`config.mk`:
```
export PLATFORM = sky130hd
export DESIGN_NAME = gf_synd_arith_flat
export DESIGN_NICKNAME = d
export VERILOG_FILES = /design/src/rtl/gf_pkg.sv /design/src/rtl/gf_synd_arith_if.sv /design/src/rtl/gf_inv_core.sv /design/src/rtl/gf_synd_arith.sv /design/src/flat_wrapper.sv
export SDC_FILE = /design/constraint.sdc
export NUM_CORES = 2
export LEC_CHECK = 0
export CAP_MARGIN = 5
export CORE_UTILIZATION = 62
export DETAILED_ROUTE_END_ITERATION = 16
export PLACE_DENSITY_LB_ADDON = 0.2
export SYNTH_ARGS = -nofsm -noshare
export SYNTH_HDL_FRONTEND = slang
export SYNTH_SLANG_ARGS = --single-unit
export TNS_END_PERCENT = 10
```
`constraint.sdc`:
```
create_clock -name clk -period 19.9 [get_ports clk]
set_input_delay 3.98 -clock clk [delete_from_list [all_inputs] [get_ports clk]]
set_output_delay 3.98 -clock clk [all_outputs]
set_load 0.05 [all_outputs]
```
`src/rtl/gf_pkg.sv`:
```
`default_nettype none
// +--------------------------------------------------------------------+
// | gf_pkg : GF(2^13) constants and polynomial-basis helper functions   |
// | Rev 1.0                                                             |
// +--------------------------------------------------------------------+
package gf_pkg;

  localparam int              GF_M    = 13;
  localparam logic [GF_M-1:0] GF_POLY = 13'h001B;
  localparam int              GF_PW   = 2 * GF_M - 1;

  // Folds x^k (k >= m) back into the field as x^(k-m) * poly, top bit first.
  function automatic logic [GF_M-1:0] gf_reduce(input logic [GF_PW-1:0] p_in,
                                                input logic [GF_M-1:0]  poly);
    logic [GF_PW-1:0] p;
    p = p_in;
    for (int k = GF_PW - 1; k >= GF_M; k--) begin
      if (p[k]) begin
        p[k] = 1'b0;
        p[k-GF_M +: GF_M] = p[k-GF_M +: GF_M] ^ poly;
      end
    end
    return p[GF_M-1:0];
  endfunction

  function automatic logic [GF_M-1:0] gf_mul(input logic [GF_M-1:0] a,
                                             input logic [GF_M-1:0] b);
    logic [GF_PW-1:0] p;
    p = '0;
    for (int i = 0; i < GF_M; i++) begin
      if (b[i]) p = p ^ (GF_PW'(a) << i);
    end
    return gf_reduce(p, GF_POLY);
  endfunction

  function automatic logic [GF_M-1:0] gf_sq_p(input logic [GF_M-1:0] a,
                                              input logic [GF_M-1:0] poly);
    logic [GF_PW-1:0] p;
    p = '0;
    for (int i = 0; i < GF_M; i++) p[2*i] = a[i];
    return gf_reduce(p, poly);
  endfunction

  function automatic logic [GF_M-1:0] gf_sq(input logic [GF_M-1:0] a);
    return gf_sq_p(a, GF_POLY);
  endfunction

  function automatic logic [GF_M-1:0] gf_sqn(input logic [GF_M-1:0] a, input int n);
    logic [GF_M-1:0] r;
    r = a;
    for (int i = 0; i < n; i++) r = gf_sq(r);
    return r;
  endfunction

endpackage
`default_nettype wire

```
`src/rtl/gf_synd_arith_if.sv`:
```
`default_nettype none
// +--------------------------------------------------------------------+
// | gf_synd_arith_if : operand/result bundle of the syndrome arithmetic |
// | Rev 1.0                                                             |
// +--------------------------------------------------------------------+
interface gf_synd_arith_if #(
  parameter int m = 13,
  parameter int N = 20
);
  logic [m-1:0]   din_A;
  logic [m-1:0]   dout_A;
  logic           dout_en_A;
  logic [m-1:0]   din_B;
  logic [m-1:0]   dout_B;
  logic           dout_en_B;
  logic [m-1:0]   sq_din;
  logic [m-1:0]   sq_dout;
  logic [N*m-1:0] vector;
  logic [m-1:0]   res;

  modport master (
    output din_A, din_B, sq_din, vector,
    input  dout_A, dout_en_A, dout_B, dout_en_B, sq_dout, res
  );

  modport slave (
    input  din_A, din_B, sq_din, vector,
    output dout_A, dout_en_A, dout_B, dout_en_B, sq_dout, res
  );
endinterface
`default_nettype wire

```
`src/rtl/gf_inv_core.sv`:
```
`default_nettype none
// +--------------------------------------------------------------------+
// | gf_inv_core : combinational Itoh-Tsujii inverse in GF(2^13)         |
// | Rev 1.0                                                             |
// +--------------------------------------------------------------------+
module gf_inv_core
  import gf_pkg::*;
(
  input  logic [GF_M-1:0] a_i,
  output logic [GF_M-1:0] inv_o
);

  // b<k> holds a^(2^k - 1); inv = (a^(2^12 - 1))^2 = a^(2^13 - 2), and 0 maps to 0.
  logic [GF_M-1:0] b2, b3, b6, b12;

  assign b2    = gf_mul(gf_sq(a_i), a_i);
  assign b3    = gf_mul(gf_sq(b2), a_i);
  assign b6    = gf_mul(gf_sqn(b3, 3), b3);
  assign b12   = gf_mul(gf_sqn(b6, 6), b6);
  assign inv_o = gf_sq(b12);

endmodule
`default_nettype wire

```
`src/rtl/gf_synd_arith.sv`:
```
`default_nettype none
// +--------------------------------------------------------------------+
// | gf_synd_arith : dual inverter, squarer and XOR reduction slice      |
// | Rev 1.0                                                             |
// +--------------------------------------------------------------------+
module gf_synd_arith
  import gf_pkg::*;
#(
  parameter int           m     = 13,
  parameter int           N     = 20,
  parameter int           DELAY = 1,
  parameter logic [m-1:0] POLY  = 13'h001B
) (
  input  logic            clk,
  input  logic            rst,
  gf_synd_arith_if.slave  bus
);

  logic [m-1:0]     inv_a_d, inv_b_d, sq_d, res_d;
  logic [m-1:0]     pipe_a_q [DELAY];
  logic [m-1:0]     pipe_b_q [DELAY];
  logic [DELAY-1:0] en_a_q, en_b_q;
  logic [m-1:0]     sq_q;
  logic [m-1:0]     ent [N];

  gf_inv_core u_inv_a (.a_i(bus.din_A), .inv_o(inv_a_d));
  gf_inv_core u_inv_b (.a_i(bus.din_B), .inv_o(inv_b_d));

  assign sq_d = gf_sq_p(bus.sq_din, POLY);

  always_ff @(posedge clk) begin
    if (rst) begin
      for (int i = 0; i < DELAY; i++) begin
        pipe_a_q[i] <= '0;
        pipe_b_q[i] <= '0;
      end
      en_a_q <= '0;
      en_b_q <= '0;
      sq_q   <= '0;
    end else begin
      pipe_a_q[0] <= inv_a_d;
      pipe_b_q[0] <= inv_b_d;
      en_a_q[0]   <= |bus.din_A;
      en_b_q[0]   <= |bus.din_B;
      for (int i = 1; i < DELAY; i++) begin
        pipe_a_q[i] <= pipe_a_q[i-1];
        pipe_b_q[i] <= pipe_b_q[i-1];
        en_a_q[i]   <= en_a_q[i-1];
        en_b_q[i]   <= en_b_q[i-1];
      end
      sq_q <= sq_d;
    end
  end

  assign bus.dout_A    = pipe_a_q[DELAY-1];
  assign bus.dout_B    = pipe_b_q[DELAY-1];
  assign bus.dout_en_A = en_a_q[DELAY-1];
  assign bus.dout_en_B = en_b_q[DELAY-1];
  assign bus.sq_dout   = sq_q;

  generate
    for (genvar gi = 0; gi < N; gi++) begin : g_ent
      assign ent[gi] = bus.vector[gi*m +: m];
    end
  endgenerate

  always_comb begin
    res_d = '0;
    for (int i = 0; i < N; i++) res_d = res_d ^ ent[i];
  end

  assign bus.res = res_d;

endmodule
`default_nettype wire

```
`src/flat_wrapper.sv`:
```
// flat-port wrapper written by rule: the top's interface ports become plain ports
module gf_synd_arith_flat import gf_pkg::*;
#(
  parameter int           m     = 13,
  parameter int           N     = 20,
  parameter int           DELAY = 1,
  parameter logic [m-1:0] POLY  = 13'h001B
)
  (clk, rst, bus_din_A, bus_din_B, bus_sq_din, bus_vector, bus_dout_A, bus_dout_en_A, bus_dout_B, bus_dout_en_B, bus_sq_dout, bus_res);
  gf_synd_arith_if #(.m(m), .N(N)) bus_i ();
  input  logic clk;
  input  logic rst;
  input wire logic [$bits(bus_i.din_A)-1:0] bus_din_A;
  input wire logic [$bits(bus_i.din_B)-1:0] bus_din_B;
  input wire logic [$bits(bus_i.sq_din)-1:0] bus_sq_din;
  input wire logic [$bits(bus_i.vector)-1:0] bus_vector;
  output wire logic [$bits(bus_i.dout_A)-1:0] bus_dout_A;
  output wire logic [$bits(bus_i.dout_en_A)-1:0] bus_dout_en_A;
  output wire logic [$bits(bus_i.dout_B)-1:0] bus_dout_B;
  output wire logic [$bits(bus_i.dout_en_B)-1:0] bus_dout_en_B;
  output wire logic [$bits(bus_i.sq_dout)-1:0] bus_sq_dout;
  output wire logic [$bits(bus_i.res)-1:0] bus_res;
  assign bus_i.din_A = bus_din_A;
  assign bus_i.din_B = bus_din_B;
  assign bus_i.sq_din = bus_sq_din;
  assign bus_i.vector = bus_vector;
  assign bus_dout_A = bus_i.dout_A;
  assign bus_dout_en_A = bus_i.dout_en_A;
  assign bus_dout_B = bus_i.dout_B;
  assign bus_dout_en_B = bus_i.dout_en_B;
  assign bus_sq_dout = bus_i.sq_dout;
  assign bus_res = bus_i.res;
  gf_synd_arith #(.m(m), .N(N), .DELAY(DELAY), .POLY(POLY)) u_core (.clk(clk), .rst(rst), .bus(bus_i));
endmodule
```
After elaboration in Yosys (flattened, before gate mapping)
Memory sizes are Yosys's and may differ from the RTL's.
Index checks and enable logic that the tools add are counted.
Widths: inputs -> output; s select.
Operators by class
  muxes and demuxes: 507
  bitwise logic cells: 511
  reduce and logical (&&, ||, !) cells: 4
Operator list (number)
  $mux 25: 96
  $mux 5: 396
  $not 4->4: 371
  $xor 13x13->13: 19
  $xor 25x15->25: 8
  $xor 25x16->25: 8
  $xor 25x17->25: 8
  $xor 25x18->25: 8
  $xor 25x19->25: 8
  $xor 25x20->25: 8
  $xor 25x21->25: 8
  $xor 25x22->25: 8
  $xor 25x23->25: 8
  $xor 25x24->25: 8
  $xor 25x25->25: 8
  $mux 13: 10
  $xor 13x14->14: 8
  $not 3->4: 25
  $reduce_or 13->1: 4
  $mux 1: 5
Storage, ports and cells
  register bits after elaboration: 15
  RAM bits: 26
  bits of input ports: 301
  output and inout port bits: 54
  memories: 2
Memories
  u_core.pipe_a_q: words 1, width 13, rd ports 1, clocked after Yosys merged registers in 0, write ports 1, line gf_synd_arith.sv:20  | logic [m-1:0] pipe_a_q [DELAY];
  u_core.pipe_b_q: words 1, width 13, rd ports 1, clocked after Yosys merged registers in 0, write ports 1, line gf_synd_arith.sv:21  | logic [m-1:0] pipe_b_q [DELAY];

Longest topological paths before layout
  depth after elaboration: 441
  mapped depth: 50

By module
From an unflattened synthesis, not the netlist that was laid out.
Unflattened totals
  cells, all modules: 4625
  area, all modules: 38237.9 um2
Modules (own cells, without submodules)
  gf_inv_core: times used 2, cells each 2138, area an instance 17311.6 um2, seq. area each 0.0 um2
  gf_synd_arith: times used 1, cells each 349, area an instance 3614.7 um2, seq. area each 820.8 um2

Worst setup path after synthesis
Ideal clock, no wire load.
  path type: in2reg
  from: in bus_din_B[6]
  to: mem u_core.pipe_b_q[0][4]
  arrival: 16.333 ns
  data required time: 19.835 ns
  setup slack: 3.502 ns
  stages on the path: 41
  buffers on the path: 7
  cell sequence: clkbuf_1 clkbuf_1 buf_1 clkbuf_1 xnor2_1 ha_1 clkbuf_1 clkbuf_1 nor2b_1 o21ai_0 o211a_1 xnor2_1 xnor3_1 xor2_1 xnor3_1 xnor3_1 buf_2 nand2_1 [... 5 more ...] or2_0 o21a_1 o22ai_1 xor3_1 xor3_2 xnor2_1 xnor3_1 xor3_1 xnor3_2 xnor3_1 nor2_2 xnor2_1 xnor3_2 xnor3_1 xnor3_1 xnor2_1 xnor3_1 nor2_1
On the way
  word-level cells in the longest chain between the ends: 229
  elaborated cells between the ends (all ways): 457
RTL lines
  start, declared: line flat_wrapper.sv:14  | input wire logic [$bits(bus_i.din_B)-1:0] bus_din_B;
  $not 3->4 (no line)
  $mux 5 (2 in a row): line gf_pkg.sv:18  | if (p[k]) begin
  $not 4->4 (no line)
  $mux 5: line gf_pkg.sv:18
  $not 4->4 (no line)
  $mux 5: line gf_pkg.sv:18
  $mux 13: line gf_pkg.sv:31  | if (b[i]) p = p ^ (GF_PW'(a) << i);
  $xor 13x14->14: line gf_pkg.sv:31
  [... 210 more ...]
  $mux 5: line gf_pkg.sv:18
  $not 4->4 (no line)
  $mux 5 (3 in a row): line gf_pkg.sv:18
  $not 4->4 (no line)
  $mux 5: line gf_pkg.sv:18
  $not 4->4 (no line)
  $mux 5 *: line gf_pkg.sv:18
  $mux 13 (no line) *
  end, declared: line gf_synd_arith.sv:21
Mark *: on every way between the ends. The rest lies on a longest branch, timed or not.

Final worst setup path
Ends and elaborated chain as after synthesis.

==> impl_metrics.csv <==
group,metric,value,unit
status,outcome,"finished clean",
clocking,cts_root_buffer,"clkbuf_16",
clocking,cts_buffers,5,
place,routabilityCongestion,0.992,
grt,grt_max_degree,57,
routing,first_pass_iters,8,
synth,synthTopCellsByCount,"xnor2_1 (1018), nor2_1 (559), nand2_1 (501)",
routing,drtAntennaViolNets,0,
synth,synth_seq_cells,41,
clocking,path_clk_slew,0.09,ns
synth,yosysTopAreaCell,"xnor2_1",
finish,areaGrowthSynthToFinish,10.2,%
worst_hold_path,hold_start,"bus_sq_din[1]",
worst_setup_path,critPathTopFamily,"XOR/XNOR gates",
clocking,ctsResizeCount,0,
place,dpl.hpwl,84600,µm
routing,drtIter0Drc,4466,
worst_setup_path,cp_num_buf_inv,2,
place,io_buffers,354,
synth,syn_inst,4516,
worst_setup_path,crit_path_frequent_cell,"xnor3_1",
synth,seq_area_frac_synth,2.16,%
clocking,cts_buffer_depth,2,
grt,grt_usage,36.6,%
die,fp.dieH,249,µm
finish,antenna_cells,0,
synth,yosys.area.top_type_share,23.5,%
synth,synth_flop_cell,"dfxtp_1",
die,die_w,249,µm
synth,synth_edf_count,0,
timing,slew_violations,0,
timing,finalSetupTns,0,ns
worst_hold_path,hold_class,"primary input to flip-flop",
grt,grt_pass1_wl,183000,µm
job,drv_cap,0,
worst_setup_path,cp-end-kind,"flip-flop",
synth,async_flop_share,0,%
grt,grt_pass1_vias,32500,
routing,viasPerCell,6.26,
synth,yosysMostFrequentCell,"xnor2_1",
timing,hold_viol,0,
timing,slew_headroom,25.3,%
die,rows,90,
synth,postSynthAreaPerCell,8.41,µm²
routing,drt-total-wl,117000,µm
clocking,cts.htree.levels,2,
grt,antenna_found_initial,0,
worst_setup_path,crit_fanout,26,
clocking,cts_setup_buffers,0,
worst_setup_path,crit_path_top_delay_cell,"xnor2_1",
worst_setup_path,start_kind,"primary input",
timing,fin_crit_sh,93.2,%
die,coreArea,60500,µm²
die,die_area,62200,µm²
finish,drive_gt1_share,7.75,%
grt,grt_overflow_total,0,
timing,tightestPinTransition,1.11,ns
worst_setup_path,crit_type,"primary input to flip-flop",
worst_setup_path,cpPeakStageDelay,0.94,ns
finish,post-route-util,69.2,%
routing,wire_per_inst,21.5,µm
die,io_pins,355,
die,start_util,62.8,%
clocking,cts_hold_buf,0,
worst_hold_path,holdPathEnd,"u_core.bus.sq_dout[2]",
routing,drcViolationCount,0,
timing,rsz0062_at_grt,"no",
clocking,clock_sinks,41,
clocking,cts_tree,"done",
synth,synth.distinct_cells,101,
routing,vias,34000,
synth,mappedNetlistArea,38000,µm²
worst_setup_path,arrival,18.77,ns
worst_hold_path,min_path_cells,3,
timing,fmax,53.9,MHz
worst_setup_path,required,20.12,ns
synth,synthTopCellsByArea,"xnor2_1 (23%), xnor3_1 (21%), xor2_1 (5.9%)",
synth,syn_nets,4821,
timing,fin_crit,18.55,ns
synth,ys.warnings.count,0,
finish,nets,4949,
timing,setup-violations-final,0,
## how the worst max path moves through the flow
stage / start / to / slack [ns] / cells past startpoint
final: bus_din_B[6] / u_core.pipe_b_q[0][4] / 1.35 / 36
after global routing: bus_din_B[6] / u_core.pipe_b_q[0][4] / 0.45 / 35
after CTS: bus_din_B[6] / u_core.pipe_b_q[0][4] / 1.49 / 36
after detailed placement: bus_din_B[6] / u_core.pipe_b_q[0][4] / 1.26 / 36
after global placement: bus_din_B[6] / u_core.pipe_b_q[0][4] / 1.63 / 37
after floorplan: bus_din_B[6] / u_core.pipe_b_q[0][4] / 3.50 / 41
## through the flow
stage	instance area, µm²	hold slack, ns	worst slack [ns]	cells
after floorplan	38000	4.12	3.50	4516
after global placement	41700	4.60	1.63	5419
after detailed placement	41700	4.62	1.26	5419
after CTS	41800	4.28	1.49	5427
after global routing	41800	4.30	0.450	5427
final	41800	4.28	1.35	5427
## metal layers
layer  up-vias  global-route usage [%]  share of wire (%)
li1      15500                       -                  -
met1     15800                    47.9                 38
met2      2296                    60.5                 47
met3       398                    5.43                 11
met4         0                    14.7                4.3
met5         -                       0                  0
## sequential cells by signal, summed over array words and instances (netlist names)
signal	count
u_core.pipe_a_q	13
u_core.pipe_b_q	13
u_core.bus.sq_dout	13
u_core.bus.dout_en_B	1
u_core.bus.dout_en_A	1
## tightest hold or removal path, cell delays in order
cell	delay, ns
clkdlybuf4s50_1	0.41
xnor2_1	0.13
nor2_1	0.04
## logic make-up (layout without fill, tap and decap cells)
kind of cell	after synthesis	after routing	share of synthesized area, %
fa+ha+maj	4	4	0.132
buf+inv	399	528	4.95
xor+xnor	1828	1828	61.2
mux	113	113	3.08
simple gates	1449	1449	16.5
compound gates	682	682	12.0
flops	41	41	2.16
## placed cells by master (no fill, tap or decap), drive strengths merged, types with 15 or more instances in the layout
cell / instances
a211oi: 30
a21oi: 163
a22oi: 48
a31oi: 41
a32oi: 21
and2: 19
and3: 30
buf: 138
clkdlybuf4s50: 336
dfxtp: 41
inv: 34
mux2: 20
mux2i: 92
nand2: 501
nand2b: 48
nand3: 76
nor2: 562
nor2b: 52
nor3: 92
o211ai: 15
o21ai: 142
o221ai: 26
o22ai: 41
xnor2: 1097
xnor3: 380
xor2: 293
xor3: 58
## area by class of cell
type / instances / area [µm²]
Sequential cell: 41 / 821
Tap cell: 782 / 978
Timing Repair Buffer: 474 / 4370
Clock inverter: 3 / 46.3
Inverter: 46 / 173
Fill cell: 4933 / 18600
Multi-Input combinational cell: 4076 / 35300
Clock buffer: 5 / 125
Power is left out: the tool's default activity adds up to more than one toggle a clock period on the data nets, which glitch-free logic cannot reach.
==> RTL edit (same settings) <==
`N` is set to 20 in 3 places; all go to 40.
--- a/src/rtl/gf_synd_arith_if.sv
+++ b/src/rtl/gf_synd_arith_if.sv
@@ -5,7 +5,7 @@
 // +--------------------------------------------------------------------+
 interface gf_synd_arith_if #(
   parameter int m = 13,
-  parameter int N = 20
+  parameter int N = 40
 );
   logic [m-1:0]   din_A;
   logic [m-1:0]   dout_A;
--- a/src/rtl/gf_synd_arith.sv
+++ b/src/rtl/gf_synd_arith.sv
@@ -7,7 +7,7 @@
   import gf_pkg::*;
 #(
   parameter int           m     = 13,
-  parameter int           N     = 20,
+  parameter int           N     = 40,
   parameter int           DELAY = 1,
   parameter logic [m-1:0] POLY  = 13'h001B
 ) (
--- a/src/flat_wrapper.sv
+++ b/src/flat_wrapper.sv
@@ -2,7 +2,7 @@
 module gf_synd_arith_flat import gf_pkg::*;
 #(
   parameter int           m     = 13,
-  parameter int           N     = 20,
+  parameter int           N     = 40,
   parameter int           DELAY = 1,
   parameter logic [m-1:0] POLY  = 13'h001B
 )
Ports: changed (resized bus_vector); port bits go from 355 to 615. The function was not compared with the original's and may differ.
==> RTL edit against the unedited design <==
Wire length is 6.5% higher; sequential cell count stayed put; cell count is 9.1% higher; first-iteration DRC count is 6.5% lower; via count is 5.1% higher; area after synthesis is 4.0% higher; maximum frequency is 0.91% higher; worst setup slack better by 0.17 ns; critical path type unchanged; critical path depth is 1 higher; non-clock buffer count is 239 higher; design area is 9.7% higher.
Power is left out: the tool's default activity adds up to more than one toggle a clock period on the data nets, which glitch-free logic cannot reach.
==> RTL edit: results (changes against the unedited design) <==
[outcome]
status = complete, no violations  ; unchanged

[grt]
grt_max_degree = 63  ; was 57
use_met3_pct = 6.318  ; was 5.434%
grt_pass1_vias = 34230  ; was 32460
grt_use_total_pct = 37.56  ; was 36.58%
gr-usage-met2_pct = 64.20  ; was 60.49%
grt_pass1_wl_um = 191700  ; was 183200 µm
grt_use_met1_pct = 45.44  ; was 47.94%

[layout]
fin_cells = 5921  ; was 5427
drive_above_1_share_pct = 6.484  ; was 7.750%
n_fill_cell = 4930  ; was 4933
nets = 5638  ; was 4949
final_area_um2 = 45890  ; was 41840 µm²

[placed_design]
hpwl_um = 93670  ; was 84560 µm
postPlaceCellArea_um2 = 45680  ; was 41670 µm²
io_buffers = 614  ; was 354
place.gp.congestion = 0.9861  ; was 0.9918

[detailed_routing]
viasPerCell = 6.031  ; was 6.261
wl_met3_um = 12580  ; was 12690 µm
dr.first_iter.drc_count = 4177  ; was 4466
highest_layer = met4  ; unchanged
wl_met1_um = 45050  ; was 44400 µm
met2_length_um = 59520  ; was 54680 µm
first_pass_iters = 7  ; was 8
post_drt_wl_per_cell_um = 21.02  ; was 21.53 µm

[logic_synthesis]
synth-compound-area-share_pct = 9.801  ; was 12.02%
postSynthCellCount = 4703  ; was 4516
synthTopCellsByArea = xnor2_1 28%, xnor3_1 19%, xor2_1 6.4%, nor2_1 5.4%, nand2_1 5.2%  ; was xnor2_1 23%, xnor3_1 21%, xor2_1 5.9%, nor2_1 5.5%, nand2_1 5.0%
synth.area.mux_share_pct = 2.636  ; was 3.077%
syn-num-nets = 5268  ; was 4821
synth_cell_type_count = 98  ; was 101
ys_seq_area_share_pct = 2.079  ; was 2.161%
synth_xor_area_share_pct = 63.83  ; was 61.18%
synthAdderAreaFrac_pct = 0.1268  ; was 0.1318%
ys_top_cells_by_count = 1277 x xnor2_1, 567 x nor2_1, 542 x nand2_1, 334 x xnor3_1, 287 x xor2_1  ; was 1018 x xnor2_1, 559 x nor2_1, 501 x nand2_1, 349 x xnor3_1, 257 x xor2_1
synth_top_area_share_pct = 28.33  ; was 23.48%

[setup_path]
cp_slowest_cell = xor3_1  ; was xnor2_1
crit_arrival_ns = 18.63  ; was 18.77 ns
cp-startpoint = bus_din_B[0]  ; was bus_din_B[6]
crit_end = u_core.pipe_b_q[0][6]  ; was u_core.pipe_b_q[0][4]
path_max_fanout = 23  ; was 26

[timing]
worstMarginPinSlew_ns = 1.250  ; was 1.113 ns
finalCriticalPeriod_ns = 18.38  ; was 18.55 ns
holdWs_ns = 4.234  ; was 4.282 ns

[worst_hold_path]
whs_endpoint = u_core.bus.sq_dout[1]  ; was u_core.bus.sq_dout[2]
hold_class = in2reg  ; unchanged
min-delay-start = rst  ; was bus_sq_din[1]

[clock_tree]
cts_buffers = 5  ; unchanged
cts_max_level = 2  ; unchanged

RTL edit: cell count changes after synthesis, moves of 15 or more:
cell	before	now
nand2_1	501	542
xor2_1	257	287
o21ai_0	131	107
xnor2_1	1018	1277
nor2b_1	52	77
xnor3_1	349	334
a21oi_1	163	130
nand3_1	76	56
nand2b_1	48	71
nor3_1	92	59
mux2i_1	92	77
xor2_2	34	18
a31oi_1	41	21
RTL edit: worst max-delay path, delay by kind of cell:
family	cells	cell delay, ns
adders and majority gates	1	0.60
buffers and inverters	4	1.63
AOI/OAI and AO/OA	5	1.30
muxes	2	0.77
and+or+nand+nor	5	0.73
xor gates and xnor gates	20	9.55
RTL edit: layout make-up:
class / count / share of cell area, %
clock inverters: 3 / 0.1500
well taps: 846 / 2.307
flip-flops and latches: 41 / 1.789
diodes: 1 / 0.005453
multi-input cells: 4254 / 80.17
repair buffers: 713 / 14.83
inverters: 58 / 0.4745
clock buffers: 5 / 0.2727
